### src/rtl/ysyx_23060240_trap_ctrl.sv
// Trap/mret sequencer: drives machine-mode CSR updates over a single read and
// a single write port, then redirects the IFU to the handler or to mepc.
module ysyx_23060240_trap_ctrl #(
  parameter logic [31:0] CAUSE_ECALL   = 32'hb,
  parameter logic [31:0] CAUSE_EBREAK  = 32'h3,
  parameter logic [31:0] CAUSE_ILLEGAL = 32'h2
) (
  input  logic        clk,
  input  logic        rst_n,
  input  logic        trap_valid,
  output logic        trap_ready,
  input  logic        is_ecall,
  input  logic        is_ebreak,
  input  logic        is_illegal,
  input  logic        is_mret,
  input  logic [31:0] trap_pc,
  output logic [11:0] csr_raddr,
  output logic        csr_ren,
  input  logic [31:0] csr_rdata,
  output logic [11:0] csr_waddr,
  output logic [31:0] csr_wdata,
  output logic        csr_wen,
  output logic        redirect_valid,
  output logic [31:0] redirect_pc,
  input  logic        redirect_ready,
  output logic        busy
);

  typedef enum logic [2:0] {
    IDLE, W_EPC, W_CAUSE, W_STATUS, RD_VEC, M_STATUS, RD_EPC, REDIR
  } state_e;

  localparam logic [11:0] ADDR_MSTATUS = 12'h300;
  localparam logic [11:0] ADDR_MTVEC   = 12'h305;
  localparam logic [11:0] ADDR_MEPC    = 12'h341;
  localparam logic [11:0] ADDR_MCAUSE  = 12'h342;

  state_e      state_q, state_d;
  logic [31:0] pc_q, cause_q, target_q;
  logic [31:0] cause_sel;
  logic        accept, any_trap;

  assign trap_ready = rst_n && (state_q == IDLE);
  assign accept     = trap_valid && trap_ready;
  assign any_trap   = is_illegal || is_ebreak || is_ecall;
  assign cause_sel  = is_illegal ? CAUSE_ILLEGAL :
                      is_ebreak  ? CAUSE_EBREAK  : CAUSE_ECALL;

  // NOTE: every signal written here gets a default first so no path leaves
  // it unassigned, which would otherwise infer a latch.
  always_comb begin
    state_d = state_q;
    unique case (state_q)
      IDLE: begin
        if (accept && any_trap)    state_d = W_EPC;
        else if (accept && is_mret) state_d = M_STATUS;
      end
      W_EPC:    state_d = W_CAUSE;
      W_CAUSE:  state_d = W_STATUS;
      W_STATUS: state_d = RD_VEC;
      RD_VEC:   state_d = REDIR;
      M_STATUS: state_d = RD_EPC;
      RD_EPC:   state_d = REDIR;
      REDIR:    if (redirect_ready) state_d = IDLE;
      default:  state_d = IDLE;
    endcase
  end

  always_comb begin
    csr_wen   = 1'b0;
    csr_waddr = '0;
    csr_wdata = '0;
    csr_ren   = 1'b0;
    csr_raddr = '0;
    unique case (state_q)
      W_EPC: begin
        csr_wen   = 1'b1;
        csr_waddr = ADDR_MEPC;
        csr_wdata = pc_q;
      end
      W_CAUSE: begin
        csr_wen   = 1'b1;
        csr_waddr = ADDR_MCAUSE;
        csr_wdata = cause_q;
      end
      W_STATUS: begin
        // Trap entry: stash MIE into MPIE, mask interrupts, record M-mode.
        csr_ren        = 1'b1;
        csr_raddr      = ADDR_MSTATUS;
        csr_wen        = 1'b1;
        csr_waddr      = ADDR_MSTATUS;
        csr_wdata      = csr_rdata;
        csr_wdata[7]   = csr_rdata[3];
        csr_wdata[3]   = 1'b0;
        csr_wdata[12:11] = 2'b11;
      end
      RD_VEC: begin
        csr_ren   = 1'b1;
        csr_raddr = ADDR_MTVEC;
      end
      M_STATUS: begin
        // mret: restore MIE from MPIE and re-arm MPIE.
        csr_ren        = 1'b1;
        csr_raddr      = ADDR_MSTATUS;
        csr_wen        = 1'b1;
        csr_waddr      = ADDR_MSTATUS;
        csr_wdata      = csr_rdata;
        csr_wdata[3]   = csr_rdata[7];
        csr_wdata[7]   = 1'b1;
        csr_wdata[12:11] = 2'b11;
      end
      RD_EPC: begin
        csr_ren   = 1'b1;
        csr_raddr = ADDR_MEPC;
      end
      default: ;
    endcase
  end

  // NOTE: sequential state uses non-blocking assignments so every register
  // samples pre-edge values regardless of statement order.
  always_ff @(posedge clk or negedge rst_n) begin
    if (!rst_n) begin
      state_q  <= IDLE;
      pc_q     <= '0;
      cause_q  <= '0;
      target_q <= '0;
    end else begin
      state_q <= state_d;
      if (accept && any_trap) begin
        pc_q    <= trap_pc;
        cause_q <= cause_sel;
      end
      if (state_q == RD_VEC) target_q <= csr_rdata & 32'hFFFF_FFFC;
      if (state_q == RD_EPC) target_q <= csr_rdata;
    end
  end

  assign redirect_valid = (state_q == REDIR);
  assign redirect_pc    = redirect_valid ? target_q : '0;
  assign busy           = (state_q != IDLE);

endmodule

### config.mk
export PLATFORM = sky130hd
export DESIGN_NAME = ysyx_23060240_trap_ctrl
export DESIGN_NICKNAME = d
export VERILOG_FILES = /design/src/rtl/ysyx_23060240_trap_ctrl.sv
export SDC_FILE = /design/constraint.sdc
export NUM_CORES = 1
export LEC_CHECK = 0
export BUFFER_PORTS_ARGS = -buffer_cell sky130_fd_sc_hd__buf_2
export CAP_MARGIN = 0
export CORE_ASPECT_RATIO = 1.1
export CORE_UTILIZATION = 30
export CTS_CLUSTER_SIZE = 8
export DETAILED_ROUTE_END_ITERATION = 8
export PLACE_DENSITY = 0.55
export SYNTH_ARGS = -nofsm -noshare
export SYNTH_HDL_FRONTEND = slang
export SYNTH_SLANG_ARGS = --single-unit
### constraint.sdc
create_clock -name clk -period 1.9 [get_ports clk]
set_input_delay 0.57 -clock clk [delete_from_list [all_inputs] [get_ports clk]]
set_output_delay 0.57 -clock clk [all_outputs]
set_load 0.1 [all_outputs]
Word level (Yosys, flattened, before mapping)
Cells that the tools add are included.
Cells by class
  eq/ne operators: 9
  mux-type cells: 14
  reductions and logical operators: 14
Operators by type and width (number)
  one-hot mux 32 bit (4 select lines): 1
  2-to-1 mux 32 bit: 3
  one-hot mux 10 bit (3 select lines): 2
  one-hot mux 3 bit (7 select lines): 1
  equality test 3 bit (second input constant): 4
  2-to-1 mux 3 bit: 3
  2-to-1 mux 4 bit: 2
  OR reduction 4 bit: 2
  equality test 3 x 2 -> 1 bit (second input constant): 2
  logical AND 1 bit: 4
  OR reduction 2 bit: 2
  equality test 3 x 1 -> 1 bit (second input constant): 1
  logical NOT 3 bit: 1
  inequality test 3 x 1 -> 1 bit (second input constant): 1
  nonzero test 3 bit: 1
  logical OR 1 bit: 2
  2-to-1 mux 1 bit: 2
  inequality test 2 x 1 -> 1 bit (second input constant): 1
  AND reduction 2 bit: 1
  nonzero test 2 bit: 1
Word-level totals
  register bits after elaboration: 99
  input port bits: 72
  output and inout bits: 93
  logic and storage cells: 41

Longest topological paths before layout
  word-level depth: 7
  mapped depth: 7
  depth with buffers taken out: 4

Worst setup path after synthesis
OpenSTA, ideal clock, no wires.
  path kind: register -> output
  from: register state_q[0]
  to: output port csr_wdata[3]
  data arrival time: 3.788 ns
  data required time: 1.330 ns
  slack: -2.458 ns
  cell stages (with the launch flop): 5
  path buffers: 2
  path through: dfrtp_1 -> buf_2 -> buf_1 -> nor3_1 -> o2bb2ai_1
On the way
  longest elaborated chain between the ends: 2
  elaborated cells on any way between the ends: 5
  those cells by class: 4 x eq/ne; 1 x mux
Ends and longest elaborated chain
  start, declared: RTL line 38  | state_e state_q, state_d;
  start signal, assigned: RTL line 129  | state_q <= state_d;
  equality test 3 bit (tied with other cells): RTL line 75  | unique case (state_q)
  one-hot mux 32 bit (4 select lines) *: RTL line 75
  end, declared: RTL line 21  | output logic [31:0] csr_wdata,
Mark *: on every way between the ends. The rest lies on a longest branch, timed or not.

Worst setup path in the final report
  from: register state_q[1]
  to: output port csr_wdata[16]
The elaborated chain is that of the path after synthesis.

==> run metrics <==
largest net degree at the start of global routing=45; R2R Setup Slk=-80 ps; DRC=0; pre-CTS WS=-59.0 ps; status=complete, but fails checks; CTS Buf Count=9; Mean Syn Cell Area=10.2 um2; Final setup viols=110; fin area=slightly above 7000 um2; Finished Layout Cells=695; Clock Latency Late Sink=330 ps; Clock transition at path regs=~60 ps; Critical R2R Launch=state_q[2]; CTS tree=yes; Worst Skew=6.49 ps; relative slew slack=0.616; vias=about 3,300; Mapped Area=3650 um2; Final Hold Fails=0; Placed Cells=654; failing checks=setup timing; Synth async-reset ratio=1.00; Setup crit start kind=flip-flop; Critical Path AT=1700 ps; CP required=1330 ps; final core occ=0.616; DP Wirelength=just under 8000 um; Buf+Inv Stages, Crit Path=3; first-pass GRT wire length=~18,000 um; Critical Path Stages=6; Core ar.=between 10,000 and 15,000 um2; Synth Instances=approximately 360; reg2reg end=pc_q[5]; Routed wire per std cell=17.2 um; period utilization=1.20; nets=612; worst min path class=in2async; grt ovf=0; Worst-Margin Slew=a little under 600 ps; RSZ-0062 raised after global routing=yes; die width=107 um; synth unique cells=35; synth warn=0; predominant post-synthesis flop cell=dfrtp_1; io pins=165; Initial Utilization=0.313; share of layout cells above drive strength 1=0.628; crit path kind=reg2out; Setup crit end kind=output port; fill count=between 800 and 900; H-tree levels=3; Total GRT Usage=0.188; clock buffer depth=2; Post-DP Area=6300 um2; max-capacitance violation count=0; sequential fraction of the synthesis area=0.480; post-detailed-route count of antenna-violating nets=0; Final GP Congestion=between 0.7 and 0.8; setup ws final=-371 ps; worst reg2reg path depth=8; CP peak stage delay=about 440 ps; DRT iter0 DRCs=between 90 and 100; Worst Path Max Fanout=14; #FFs+latches synth=70; Hold Buf Count CTS=0; # diodes=0; Fmax=440 MHz; CTS root buf=clkbuf_16; vias per cell=4.69; vias in the first global route=3,262; P&R area growth vs syn=96.7%; critical-path cell list=buf_6 -> nand2b_4 -> a21boi_4 -> buf_12 -> a22o_4 -> buf_12; overall routed net length=11,900 um; Die Span Y=118 um; Post-synth EDFFs=0; I/O Buffers=150; CTS Sinks=70; Total Die Area=about 13,000 um2; minimum clock period=2270 ps; drt pass-1 iters=4; Final Slew Violations=0; slowest CP cell=dfrtp_2; Crit path top cell by count=buf_12; CP top delay family=buffers and inverters; num rows=41; initial antenna violation count=0
## cell families after synthesis
family          after synthesis  synth area share
simple gates                156             0.203
mux                          35             0.136
xor+xnor                      2           0.00480
compound gates               46             0.101
buf+inv                      46            0.0741
flops                        70             0.480
other cells                   1           0.00103
## synthesized netlist by cell type (4+ instances only)
cell type	count	share of area
nand3_1	6	0.0082
buf_4	17	0.035
dfrtp_1	70	0.48
nand2b_1	8	0.014
clkbuf_1	12	0.012
buf_6	4	0.012
a21oi_1	5	0.0069
inv_1	5	0.0051
nand2_1	96	0.099
buf_1	5	0.0051
and2_1	33	0.057
mux2_4	28	0.12
a22o_1	26	0.062
nor2_1	6	0.0062
mux2_2	4	0.012
## placed cells by master (no fill, tap or decap), types with 2 or more instances in the layout
| cell | count |
|---|---|
| nand2b_4 | 5 |
| inv_1 | 2 |
| conb_1 | 14 |
| inv_2 | 2 |
| mux2i_1 | 3 |
| nand2_1 | 95 |
| nand3_2 | 2 |
| a21oi_4 | 2 |
| nor2_4 | 4 |
| o211ai_1 | 2 |
| a21o_4 | 2 |
| xnor2_4 | 2 |
| buf_4 | 14 |
| buf_2 | 70 |
| and2_4 | 33 |
| nand2b_1 | 3 |
| buf_16 | 2 |
| mux2_4 | 28 |
| clkbuf_16 | 13 |
| buf_6 | 22 |
| buf_12 | 88 |
| nor3_4 | 2 |
| nor2_1 | 2 |
| a22o_4 | 26 |
| dfrtp_1 | 67 |
| mux2_2 | 4 |
| a31oi_1 | 2 |
| nand3_1 | 4 |
| bufinv_16 | 3 |
| a21oi_1 | 3 |
| dfrtp_2 | 3 |
## per-stage QoR
step           hold slack (ps)  setup TNS [ps]
2_1_floorplan              274          -40960
6_report                   290          -26890
5_1_grt                    305          -33810
3_3_place_gp               455            -630
3_5_place_dp               455           -1320
4_1_cts                    301          -25030
## per-layer routing
layer	wire, um	global-route usage	vias up
met1	4990	0.238	1604
met2	6140	0.318	112
met3	739	0.0476	8
met4	75	0.0471	0
li1	-	-	1535
met5	0	0	-
## cell type report
cell class	count	area [um2]	area share
Multi-Input combinational cell	253	2220	0.310
Inverter	5	23.8	0.00331
Clock buffer	11	243	0.0338
Sequential cell	70	1760	0.245
Clock inverter	5	106	0.0148
Tap cell	150	188	0.0262
Timing Repair Buffer	201	2640	0.367
## worst max-delay path by stage
stage / to / startpoint / slack, ps
CTS: csr_wdata[16] / state_q[0] / -380
floorplan: csr_wdata[1] / state_q[2] / -880
global placement: csr_wdata[16] / state_q[1] / -30
finish: csr_wdata[16] / state_q[1] / -370
global route: csr_wdata[16] / state_q[1] / -460
detailed placement: csr_wdata[16] / state_q[2] / -60
## registers in the layout (all words and copies together), names as in the netlist
signal,cells
pc_q,32
target_q,32
cause_q,3
state_q,3
## worst reg2reg max path: stages (launching register included)
cell       delay, ps
dfrtp_2          450
buf_6            130
buf_6            110
nor4b_4          210
buf_6            150
buf_6            110
nand3b_4         170
clkbuf_16        230
mux2_4           300
## repair_timing
item                       4_1_cts  5_1_grt
pin swaps                        9       29
resized for setup               41       25
setup buffers                   11       12
setup endpoints to repair       79      109
gates cloned                     2        3
Power is not shown: default switching activity piles up to over one toggle a cycle in this logic, so the estimate is an artifact.
